--- src/rtl/battleship_pkg.sv ---
`default_nettype none
// ------------------------------------------------------------------
// battleship_pkg: shared state/result/winner encodings and widths
// Revision: 1.0
// ------------------------------------------------------------------
package battleship_pkg;

   localparam int COORD_W = 4;
   localparam int HIT_W   = 7;

   typedef enum logic [2:0] {
      ST_IDLE      = 3'd0,
      ST_WAIT_SHOT = 3'd1,
      ST_SCORE     = 3'd2,
      ST_REPORT    = 3'd3,
      ST_GAME_OVER = 3'd4
   } state_e;

   typedef enum logic [1:0] {
      RES_MISS  = 2'b00,
      RES_NEAR  = 2'b01,
      RES_HIT   = 2'b10,
      RES_WRONG = 2'b11
   } result_e;

   localparam logic [1:0] WIN_NONE = 2'b00;
   localparam logic [1:0] WIN_P0   = 2'b01;
   localparam logic [1:0] WIN_P1   = 2'b10;
   localparam logic [1:0] WIN_DRAW = 2'b11;

   // Wrong beats everything, Hit beats Miss; no flag at all reads as a Miss.
   function automatic result_e classify(input logic hit, input logic near, input logic wrong);
      if (wrong)
         return RES_WRONG;
      else if (hit)
         return RES_HIT;
      else if (near)
         return RES_NEAR;
      else
         return RES_MISS;
   endfunction

endpackage
`default_nettype wire

--- src/rtl/battleship_player_budget.sv ---
`default_nettype none
// ------------------------------------------------------------------
// battleship_player_budget: one player's shots, big shots and hit count
// Revision: 1.0
// ------------------------------------------------------------------
module battleship_player_budget
   import battleship_pkg::*;
#(
   parameter int SHOTS_PER_PLAYER = 20,
   parameter int BIG_SHOTS        = 3
) (
   input  logic             clock,
   input  logic             reset_N,
   input  logic             load,
   input  logic             consume,
   input  logic             big,
   input  logic             hit,
   output logic             zero,
   output logic             zero_nxt,
   output logic [1:0]       big_left,
   output logic [HIT_W-1:0] hits,
   output logic [HIT_W-1:0] hits_nxt
);

   localparam int                SHOT_W       = $clog2(SHOTS_PER_PLAYER + 1);
   localparam logic [SHOT_W-1:0] c_shots_init = SHOT_W'(SHOTS_PER_PLAYER);
   localparam logic [1:0]        c_big_init   = 2'(BIG_SHOTS);
   localparam logic [HIT_W-1:0]  c_hits_max   = '1;

   logic [SHOT_W-1:0] shots_q, shots_d;
   logic [1:0]        big_left_q, big_left_d;
   logic [HIT_W-1:0]  hits_q, hits_d;

   always_comb begin
      shots_d    = shots_q;
      big_left_d = big_left_q;
      hits_d     = hits_q;
      if (load) begin
         shots_d    = c_shots_init;
         big_left_d = c_big_init;
         hits_d     = '0;
      end else if (consume) begin
         if (shots_q != '0)
            shots_d = shots_q - SHOT_W'(1);
         if (big && (big_left_q != 2'd0))
            big_left_d = big_left_q - 2'd1;
         if (hit && (hits_q != c_hits_max))
            hits_d = hits_q + HIT_W'(1);
      end
   end

   always_ff @(posedge clock or negedge reset_N) begin
      if (!reset_N) begin
         shots_q    <= '0;
         big_left_q <= 2'd0;
         hits_q     <= '0;
      end else begin
         shots_q    <= shots_d;
         big_left_q <= big_left_d;
         hits_q     <= hits_d;
      end
   end

   // The *_nxt views let the controller decide game end in the same cycle as the update.
   assign zero     = (shots_q == '0);
   assign zero_nxt = (shots_d == '0);
   assign big_left = big_left_q;
   assign hits     = hits_q;
   assign hits_nxt = hits_d;

endmodule
`default_nettype wire

--- src/rtl/battleship_turn_controller.sv ---
`default_nettype none
// ------------------------------------------------------------------
// battleship_turn_controller: alternates two players over one shared scorer
// Revision: 1.0
// ------------------------------------------------------------------
module battleship_turn_controller
   import battleship_pkg::*;
#(
   parameter int SHOTS_PER_PLAYER = 20,
   parameter int WIN_HITS         = 10,
   parameter int BIG_SHOTS        = 3
) (
   input  logic                 clock,
   input  logic                 reset_N,
   input  logic                 Start,
   input  logic [1:0]           ShotValid,
   input  logic [2*COORD_W-1:0] ShotX,
   input  logic [2*COORD_W-1:0] ShotY,
   input  logic [1:0]           ShotBig,
   output logic [1:0]           ShotReady,
   output logic [COORD_W-1:0]   ScX,
   output logic [COORD_W-1:0]   ScY,
   output logic                 ScBig,
   output logic [1:0]           ScBigLeft,
   output logic                 ScScoreThis,
   input  logic                 ScHit,
   input  logic                 ScNearMiss,
   input  logic                 ScMiss,
   input  logic                 ScWrong,
   output logic                 ResultValid,
   output logic                 ResultPlayer,
   output logic [1:0]           ResultCode,
   output logic [HIT_W-1:0]     Hits0,
   output logic [HIT_W-1:0]     Hits1,
   output logic                 CurPlayer,
   output logic                 GameOver,
   output logic [1:0]           Winner
);

   localparam logic [HIT_W-1:0] c_win_hits = HIT_W'(WIN_HITS);

   state_e               state_q, state_d;
   logic                 cur_q, cur_d;
   logic [1:0]           ready_q, ready_d;
   logic [COORD_W-1:0]   sc_x_q, sc_x_d, sc_y_q, sc_y_d;
   logic                 sc_big_q, sc_big_d;
   logic [1:0]           sc_big_left_q, sc_big_left_d;
   logic                 sc_score_q, sc_score_d;
   logic                 res_valid_q, res_valid_d;
   logic                 res_player_q, res_player_d;
   result_e              res_code_q, res_code_d;
   logic                 game_over_q, game_over_d;
   logic [1:0]           winner_q, winner_d;

   logic                 load;
   logic                 scored;
   logic [1:0]           consume;
   logic [1:0]           zero, zero_nxt;
   logic [1:0][1:0]      big_left;
   logic [1:0][HIT_W-1:0] hits, hits_nxt;
   logic                 sc_miss_unused;

   // A Miss flag carries no information beyond the absence of Hit/NearMiss/Wrong.
   assign sc_miss_unused = ScMiss;

   assign load    = ((state_q == ST_IDLE) || (state_q == ST_GAME_OVER)) && Start;
   assign scored  = (state_q == ST_REPORT) && (res_code_q != RES_WRONG);
   assign consume = {scored & cur_q, scored & ~cur_q};

   for (genvar p = 0; p < 2; p++) begin : g_budget
      battleship_player_budget #(
         .SHOTS_PER_PLAYER (SHOTS_PER_PLAYER),
         .BIG_SHOTS        (BIG_SHOTS)
      ) u_budget (
         .clock    (clock),
         .reset_N  (reset_N),
         .load     (load),
         .consume  (consume[p]),
         .big      (sc_big_q),
         .hit      (res_code_q == RES_HIT),
         .zero     (zero[p]),
         .zero_nxt (zero_nxt[p]),
         .big_left (big_left[p]),
         .hits     (hits[p]),
         .hits_nxt (hits_nxt[p])
      );
   end

   always_comb begin
      state_d       = state_q;
      cur_d         = cur_q;
      ready_d       = 2'b00;
      sc_x_d        = sc_x_q;
      sc_y_d        = sc_y_q;
      sc_big_d      = sc_big_q;
      sc_big_left_d = sc_big_left_q;
      res_player_d  = res_player_q;
      res_code_d    = res_code_q;
      winner_d      = winner_q;

      case (state_q)
         ST_IDLE, ST_GAME_OVER: begin
            if (Start) begin
               cur_d    = 1'b0;
               winner_d = WIN_NONE;
               state_d  = ST_WAIT_SHOT;
            end
         end
         ST_WAIT_SHOT: begin
            if (ShotValid[cur_q] && ready_q[cur_q]) begin
               sc_x_d        = cur_q ? ShotX[2*COORD_W-1:COORD_W] : ShotX[COORD_W-1:0];
               sc_y_d        = cur_q ? ShotY[2*COORD_W-1:COORD_W] : ShotY[COORD_W-1:0];
               sc_big_d      = ShotBig[cur_q];
               sc_big_left_d = big_left[cur_q];
               state_d       = ST_SCORE;
            end else if (zero[cur_q]) begin
               cur_d = ~cur_q;
            end
         end
         ST_SCORE: begin
            res_code_d   = classify(ScHit, ScNearMiss, ScWrong);
            res_player_d = cur_q;
            state_d      = ST_REPORT;
         end
         ST_REPORT: begin
            state_d = ST_WAIT_SHOT;
            if (res_code_q != RES_WRONG) begin
               cur_d = ~cur_q;
               if (hits_nxt[cur_q] >= c_win_hits) begin
                  state_d  = ST_GAME_OVER;
                  winner_d = cur_q ? WIN_P1 : WIN_P0;
               end else if (&zero_nxt) begin
                  state_d = ST_GAME_OVER;
                  if (hits_nxt[0] > hits_nxt[1])
                     winner_d = WIN_P0;
                  else if (hits_nxt[1] > hits_nxt[0])
                     winner_d = WIN_P1;
                  else
                     winner_d = WIN_DRAW;
               end
            end
         end
         default: state_d = ST_IDLE;
      endcase

      // Outputs are registered against the state being entered so they line up with it.
      sc_score_d  = (state_d == ST_SCORE);
      res_valid_d = (state_d == ST_REPORT);
      game_over_d = (state_d == ST_GAME_OVER);
      if (state_d == ST_WAIT_SHOT)
         ready_d = cur_d ? {~zero_nxt[1], 1'b0} : {1'b0, ~zero_nxt[0]};
   end

   always_ff @(posedge clock or negedge reset_N) begin
      if (!reset_N) begin
         state_q       <= ST_IDLE;
         cur_q         <= 1'b0;
         ready_q       <= 2'b00;
         sc_x_q        <= '0;
         sc_y_q        <= '0;
         sc_big_q      <= 1'b0;
         sc_big_left_q <= 2'd0;
         sc_score_q    <= 1'b0;
         res_valid_q   <= 1'b0;
         res_player_q  <= 1'b0;
         res_code_q    <= RES_MISS;
         game_over_q   <= 1'b0;
         winner_q      <= WIN_NONE;
      end else begin
         state_q       <= state_d;
         cur_q         <= cur_d;
         ready_q       <= ready_d;
         sc_x_q        <= sc_x_d;
         sc_y_q        <= sc_y_d;
         sc_big_q      <= sc_big_d;
         sc_big_left_q <= sc_big_left_d;
         sc_score_q    <= sc_score_d;
         res_valid_q   <= res_valid_d;
         res_player_q  <= res_player_d;
         res_code_q    <= res_code_d;
         game_over_q   <= game_over_d;
         winner_q      <= winner_d;
      end
   end

   assign ShotReady    = ready_q;
   assign ScX          = sc_x_q;
   assign ScY          = sc_y_q;
   assign ScBig        = sc_big_q;
   assign ScBigLeft    = sc_big_left_q;
   assign ScScoreThis  = sc_score_q;
   assign ResultValid  = res_valid_q;
   assign ResultPlayer = res_player_q;
   assign ResultCode   = res_code_q;
   assign Hits0        = hits[0];
   assign Hits1        = hits[1];
   assign CurPlayer    = cur_q;
   assign GameOver     = game_over_q;
   assign Winner       = winner_q;

endmodule
`default_nettype wire

--- config.mk ---
export PLATFORM = sky130hd
export DESIGN_NAME = battleship_turn_controller
export DESIGN_NICKNAME = d
export VERILOG_FILES = /design/src/rtl/battleship_pkg.sv /design/src/rtl/battleship_player_budget.sv /design/src/rtl/battleship_turn_controller.sv
export SDC_FILE = /design/constraint.sdc
export NUM_CORES = 1
export LEC_CHECK = 0
export CAP_MARGIN = 30
export CORE_UTILIZATION = 40
export DETAILED_ROUTE_END_ITERATION = 6
export GPL_ROUTABILITY_DRIVEN = 1
export MAX_ROUTING_LAYER = met4
export PLACE_DENSITY_LB_ADDON = 0.3
export SLEW_MARGIN = 20
export SYNTH_ARGS = -nofsm -noshare
export SYNTH_HDL_FRONTEND = slang
export SYNTH_SLANG_ARGS = --single-unit
--- constraint.sdc ---
create_clock -name clock -period 2.92 [get_ports clock]
set_clock_uncertainty 0.15 [all_clocks]
set_input_delay 0.292 -clock clock [delete_from_list [all_inputs] [get_ports clock]]
set_output_delay 0.292 -clock clock [all_outputs]
set_load 0.01 [all_outputs]
## Yosys cells after proc, flatten, opt, wreduce, memory -nomap -nowiden

Index checks and enable logic that the tools add are counted.

- Register bits: 53
- Bits of input ports: 27
- Output and inout bits: 36
- Word-level logic and storage cells: 133

- $add $sub $neg: 6
- Order comparisons: 4
- Equal/unequal tests: 15
- Muxes and demuxes: 56
- Bitwise logic cells: 5
- Reduce and logical (&&, ||, !) cells: 28

Operators with widths:

| cell | count |
|---|---|
| $mux W7 | 8 |
| $mux W2 | 18 |
| $mux W5 | 6 |
| $logic_not A5 Y1 | 4 |
| $mux W3 | 5 |
| $add A7 B1 Y7 const B | 2 |
| $gt A7 B7 Y1 | 2 |
| $mux W1 | 14 |
| $ne A7 B7 Y1 const B | 2 |
| $reduce_bool A2 Y1 | 7 |
| $eq A3 B2 Y1 const B | 4 |
| $pmux W3 S4 | 1 |
| $reduce_bool A5 Y1 | 2 |
| $sub A5 B1 Y5 const B | 2 |
| $mux W4 | 2 |
| $reduce_and A2 Y1 | 4 |
| $ge A7 B4 Y1 const B | 1 |
| $logic_and A1 B1 Y1 | 7 |
| $eq A3 B1 Y1 const B | 2 |
| $eq A3 B3 Y1 const B | 2 |
| $ne A2 B2 Y1 const B | 2 |
| $pmux W2 S2 | 1 |
| $reduce_and A4 Y1 | 1 |
| $sub A2 B1 Y2 const B | 2 |
| 10 further kinds | 13 |

## Longest topological paths before layout

Gate-level depths: netlist of run 1.

- Word-level depth: 13
- Gate-level depth with buffers: 15
- Mapped depth without buffers: 14

## Hierarchy

Synthesis of run 1 repeated with hierarchy kept, for this count alone.

- Cell total of the unflattened synthesis: 297
- Area, all modules: 2899.0 sq um

By module, submodules not included:

| module | times used | cells an instance | area each (sq um) | seq. area each (sq um) |
|---|---|---|---|---|
| battleship_player_budget | 2 | 75 | 740.7 | 350.3 |
| battleship_turn_controller | 1 | 147 | 1417.6 | 625.6 |

## Worst setup path before layout of run 1

Ideal clock, no wire load.

- Path type: register to register
- From: register cur_q, in the netlist CurPlayer
- To: register winner_q[0], in the netlist Winner[0]
- Setup time: 90 ps
- Arrival time: 2795 ps
- Data required time: 2680 ps
- Path slack: -115 ps
- Stages on the path, launching flop included: 14
- Buffers on the path: 1
- Period minus slack after synthesis: 3035 ps
- Cells stage by stage: dfrtp_1 nand4bb_1 buf_2 or3_4 o31ai_1 inv_1 ha_1 o21a_1 o21ai_0 o21bai_1 nor2_1 o21ai_0 mux2_2 o221ai_1

- Word-level cells in the longest chain between the ends: 11
- Elaborated cells between the ends (all ways): 28
- Those cells by class: order compare: 3; eq/ne: 1; mux: 17; bitwise: 3; reduce/logical: 4

RTL lines:

| element | RTL line | text |
|---|---|---|
| start: declaration | battleship_turn_controller.sv:43 | `logic cur_q, cur_d;` |
| start signal: assignment | battleship_turn_controller.sv:171 | `cur_q <= cur_d;` |
| $not A1 Y1 (*) | battleship_turn_controller.sv:68 | `assign consume = {scored & cur_q, scored & ~cur_q};` |
| $and A1 B1 Y1 (*) | battleship_turn_controller.sv:68 |  |
| $mux W7 (*) | battleship_player_budget.sv:42 | `end else if (consume) begin` |
| $mux W7 (*) | battleship_player_budget.sv:38 | `if (load) begin` |
| named net g_budget[0].u_budget.hits_nxt[5] | battleship_player_budget.sv:22 | `output logic [HIT_W-1:0] hits_nxt` |
| $gt A7 B7 Y1 | battleship_turn_controller.sv:136 | `else if (hits_nxt[1] > hits_nxt[0])` |
| $mux W1 | battleship_turn_controller.sv:136 |  |
| $mux W2 | battleship_turn_controller.sv:134 | `if (hits_nxt[0] > hits_nxt[1])` |
| $mux W2 | battleship_turn_controller.sv:132 | `end else if (&zero_nxt) begin` |
| $mux W2 | battleship_turn_controller.sv:129 | `if (hits_nxt[cur_q] >= c_win_hits) begin` |
| $mux W2 | battleship_turn_controller.sv:127 | `if (res_code_q != RES_WRONG) begin` |
| $pmux W2 S2 | battleship_turn_controller.sv:101 | `case (state_q)` |
| end signal: assignment | battleship_turn_controller.sv:182 | `winner_q <= winner_d;` |
| end: declaration | battleship_turn_controller.sv:53 | `logic [1:0] winner_q, winner_d;` |

The timed path passes the listed nets; every way through them passes the cells marked *. The select of a mux whose other input is x is not followed.
A chain may end at the register's enable or synchronous reset.

## Worst setup path after layout of run 1

Same ends and word-level chain as after synthesis.

==> flow_summary.toml, run 1 <==
[detailed_routing]
wl_um = 8410
ant_nets = 0
first_pass_iters = 4
vias = 2995
drc = 0
wl_per_cell_um = 15.2
first_iter_violations = 183
routed_via_density = 5.43

[layout]
areaGrowthSynthToFinish_pct = 49.9
final_common_cell = "buf_4"
utilization_pct = 62.7
most-common-layout-cells = "buf_4, clkdlybuf4s50_1, dfrtp_1"
antenna_cells = 0
nets = 492
drive_gt1_share_pct = 28.7

[pwr]
p_sw_share_pct = 38.2
peakVddDrop_uv = 560
pwr-share-comb_pct = 51.1
p_seq_share_pct = 33.3
clockPowerShare_pct = 15.6
p_per_area_mw_per_mm2 = 724
p_leak_nw = 2.00
p_int_w = 0.00205
power.switching_w = 0.00126

[global_routing]
grt_pass1_wl_um = 14200
track_usage_pct = 24.2
antenna_found_initial = 0
grt_util_met1_pct = 28.9
met3_usage_pct = 3.60
met2_usage_pct = 41.9
grt_pass1_vias = 3032
grt_overflow = 0
grt_max_degree = 36
grt_most_used_layer = "met2"

[logic_synthesis]
synth_cell_types = 64
ys_ff_latch = 53
syn_inst = 322
synthFlopType = "dfrtp_1"
synth-edff-count = 0
synth_nets = 362
syn_area_mm2 = 0.00305
yosysSeqAreaShare_pct = 43.5
ys_warn_count = 0
async_reset_ff_share_pct = 100
synth.avg_cell_area_um2 = 9.47

[min_path]
holdCritPathClass = "register to register"

[clocking]
cts_made_buffers = 5
htreeDepth = 2
cts_buffer_depth = 2
clk_pin_slew_ps = 110
cts_tree = "built"
cts.sink_count = 53
cts-root-buf = "clkbuf_8"
clock_latency_ps = 310

[floorplan]
die_w_um = 89.3
floorplan.initialDensity_pct = 41.8
core_area_mm2 = 0.00729
dieArea_mm2 = 0.00798
rows = 31
io_pins = 63
die_y_um = 89.3

[critical_path]
critPathMaxFanout = 6
crit_path_end_kind = "register"
cpPeakStageDelay_ps = 450
r2r_cells = 13
worstPathBufferInverterCount = 1
crit_type = "register to register"
crit_end = "Winner[0]"
r2r_setup_slack_ps = -100
required_ps = 3010
arrival_ps = 3110
cp_num_cells = 13
r2r_start = "CurPlayer"
path_cells = "nand4bb_4, or3_4, a211oi_2, nor3_2, inv_1, ha_4, o21a_1, o21ai_2, o21bai_1, nor2_1, o21ai_1, mux2_4, o221ai_2"
r2r_end = "Winner[0]"
crit_path_top_delay_cell = "dfrtp_2"
cp-startpoint = "CurPlayer"
cp-start-kind = "register"
cp_top_family = "compound AO/OA/AOI/OAI gates"

[status]
status = "finished, violations left"
violations = "negative setup slack"

[timing]
fin_ws_ps = -101
grt_setup_unrepaired = "true"
fin_hold_ws_ps = 374
worstMarginPinSlew_ps = 763
slew_headroom_pct = 49.2
timing.fmax_ghz = 0.331
hold_viol = 0
finalSetupViolations = 2
post-route-period-util_pct = 103
period_minus_slack_ps = 3020
finalMaxSlewViolations = 0

[place]
place.gp.congestion = 0.931
portBuffers = 61
dp_hpwl_um = 6330

[flow_run]
cap_violations = 0
[metal layers]
layer	up-vias	part of all wire (%)
met5	-	0
met4	0	2.4
met3	20	4.1
met2	103	50
met1	1439	43
li1	1433	-
[power by group through the flow]
stage	sequential, W	combinational [W]	clock, W
3_3_place_gp	0.00109	0.00151	0
6_report	0.00110	0.00169	0.000518
3_5_place_dp	0.00110	0.00154	0
4_1_cts	0.00109	0.00161	0.000525
5_1_grt	0.00113	0.00185	0.000558
2_1_floorplan	0.00114	0.000780	0
[worst reg2reg max path, delay by kind of cell (launching register included)]
family	cells	cell delay, ps
compound gates	6	910
simple gates	4	840
flops	1	450
mux	1	290
fa+ha+maj	1	210
buf+inv	1	100
[cell usage after synthesis (4+ instances only)]
cell | count | share of area (%)
or2_2 | 5 | 1.0
nor3_1 | 12 | 2.0
mux2i_1 | 13 | 4.3
ha_1 | 13 | 5.3
nand2_1 | 23 | 2.8
nand3_1 | 4 | 0.66
and3_1 | 4 | 0.82
a21oi_1 | 20 | 3.3
a31oi_1 | 4 | 0.82
mux2_2 | 4 | 1.5
o21ai_0 | 9 | 1.5
nand2b_1 | 5 | 1.0
a211oi_1 | 5 | 1.2
xnor2_1 | 5 | 1.4
o211ai_1 | 6 | 1.5
dfrtp_1 | 53 | 43
o31ai_1 | 8 | 2.0
clkbuf_1 | 7 | 0.86
inv_1 | 22 | 2.7
buf_2 | 5 | 0.82
nor2_1 | 36 | 4.4
[registers in the layout (all words and copies together), names as in the netlist, 3 cells and up]
| register | flops |
|---|---|
| g_budget.u_budget.hits | 14 |
| g_budget.u_budget.shots_q | 10 |
| ScX | 4 |
| ScY | 4 |
| g_budget.u_budget.big_left | 4 |
| state_q | 3 |
[through the flow]
stage / power (W) / instance area, um2 / worst slack [ps] / TNS, ps / instances
3_5_place_dp: 0.00264 / 4230 / -283 / -706 / 534
5_1_grt: 0.00353 / 4570 / -300 / -599 / 552
2_1_floorplan: 0.00192 / 3060 / -1.54 / -1.54 / 322
3_3_place_gp: 0.00261 / 4230 / -261 / -619 / 534
4_1_cts: 0.00323 / 4440 / 4.37 / 0 / 547
6_report: 0.00331 / 4570 / -101 / -147 / 552
[how the worst min path moves through the flow]
stage / start / end / cells after the start / slack (ps)
detailed placement: reset_N / GameOver / 1 / 250
global route: ResultPlayer / ResultPlayer / 1 / 400
finish: ResultPlayer / ResultPlayer / 1 / 370
floorplan: reset_N / CurPlayer / 0 / -150
CTS: ResultPlayer / ResultPlayer / 1 / 380
global placement: reset_N / g_budget[0].u_budget.hits[3] / 1 / 260
[cell families after synthesis]
family | count (synthesis) | share of synthesized area, %
AOI/OAI and AO/OA | 78 | 17.7
xor gates and xnor gates | 7 | 2.01
adders and majority gates | 13 | 5.33
muxes | 17 | 5.74
and+or+nand+nor | 119 | 21.2
buffers and inverters | 35 | 4.51
DFF | 53 | 43.5
[layout make-up]
| type | count | area, um2 |
|---|---|---|
| clock buffers | 5 | 68.8 |
| clock inverters | 3 | 43.8 |
| fillers | 628 | 2720 |
| inverters | 22 | 82.6 |
| multi-input cells | 234 | 1750 |
| flip-flops and latches | 53 | 1330 |
| well taps | 99 | 124 |
| repair buffers | 136 | 1170 |
[repair_timing]
action | in CTS | in global routing
setup buffers | 4 | 5
gates resized for setup | 13 | 16
pin swaps | 6 | 18
hold endpoints to repair | 33 | 0
endpoints found under the setup margin | 2 | 5
hold buffers | 1 | 0
(Power assumes the default switching activity.)
==> run 2: changes to the inputs <==
--- a/config.mk
+++ b/config.mk
@@ -7,6 +7,7 @@
 export LEC_CHECK = 0
 export CAP_MARGIN = 30
 export CORE_UTILIZATION = 40
+export CTS_CLUSTER_DIAMETER = 150
 export DETAILED_ROUTE_END_ITERATION = 6
 export GPL_ROUTABILITY_DRIVEN = 1
 export MAX_ROUTING_LAYER = met4
==> results of run 2 <==
Same layout as run 1: the final DEF is identical, and so are final timing and power.
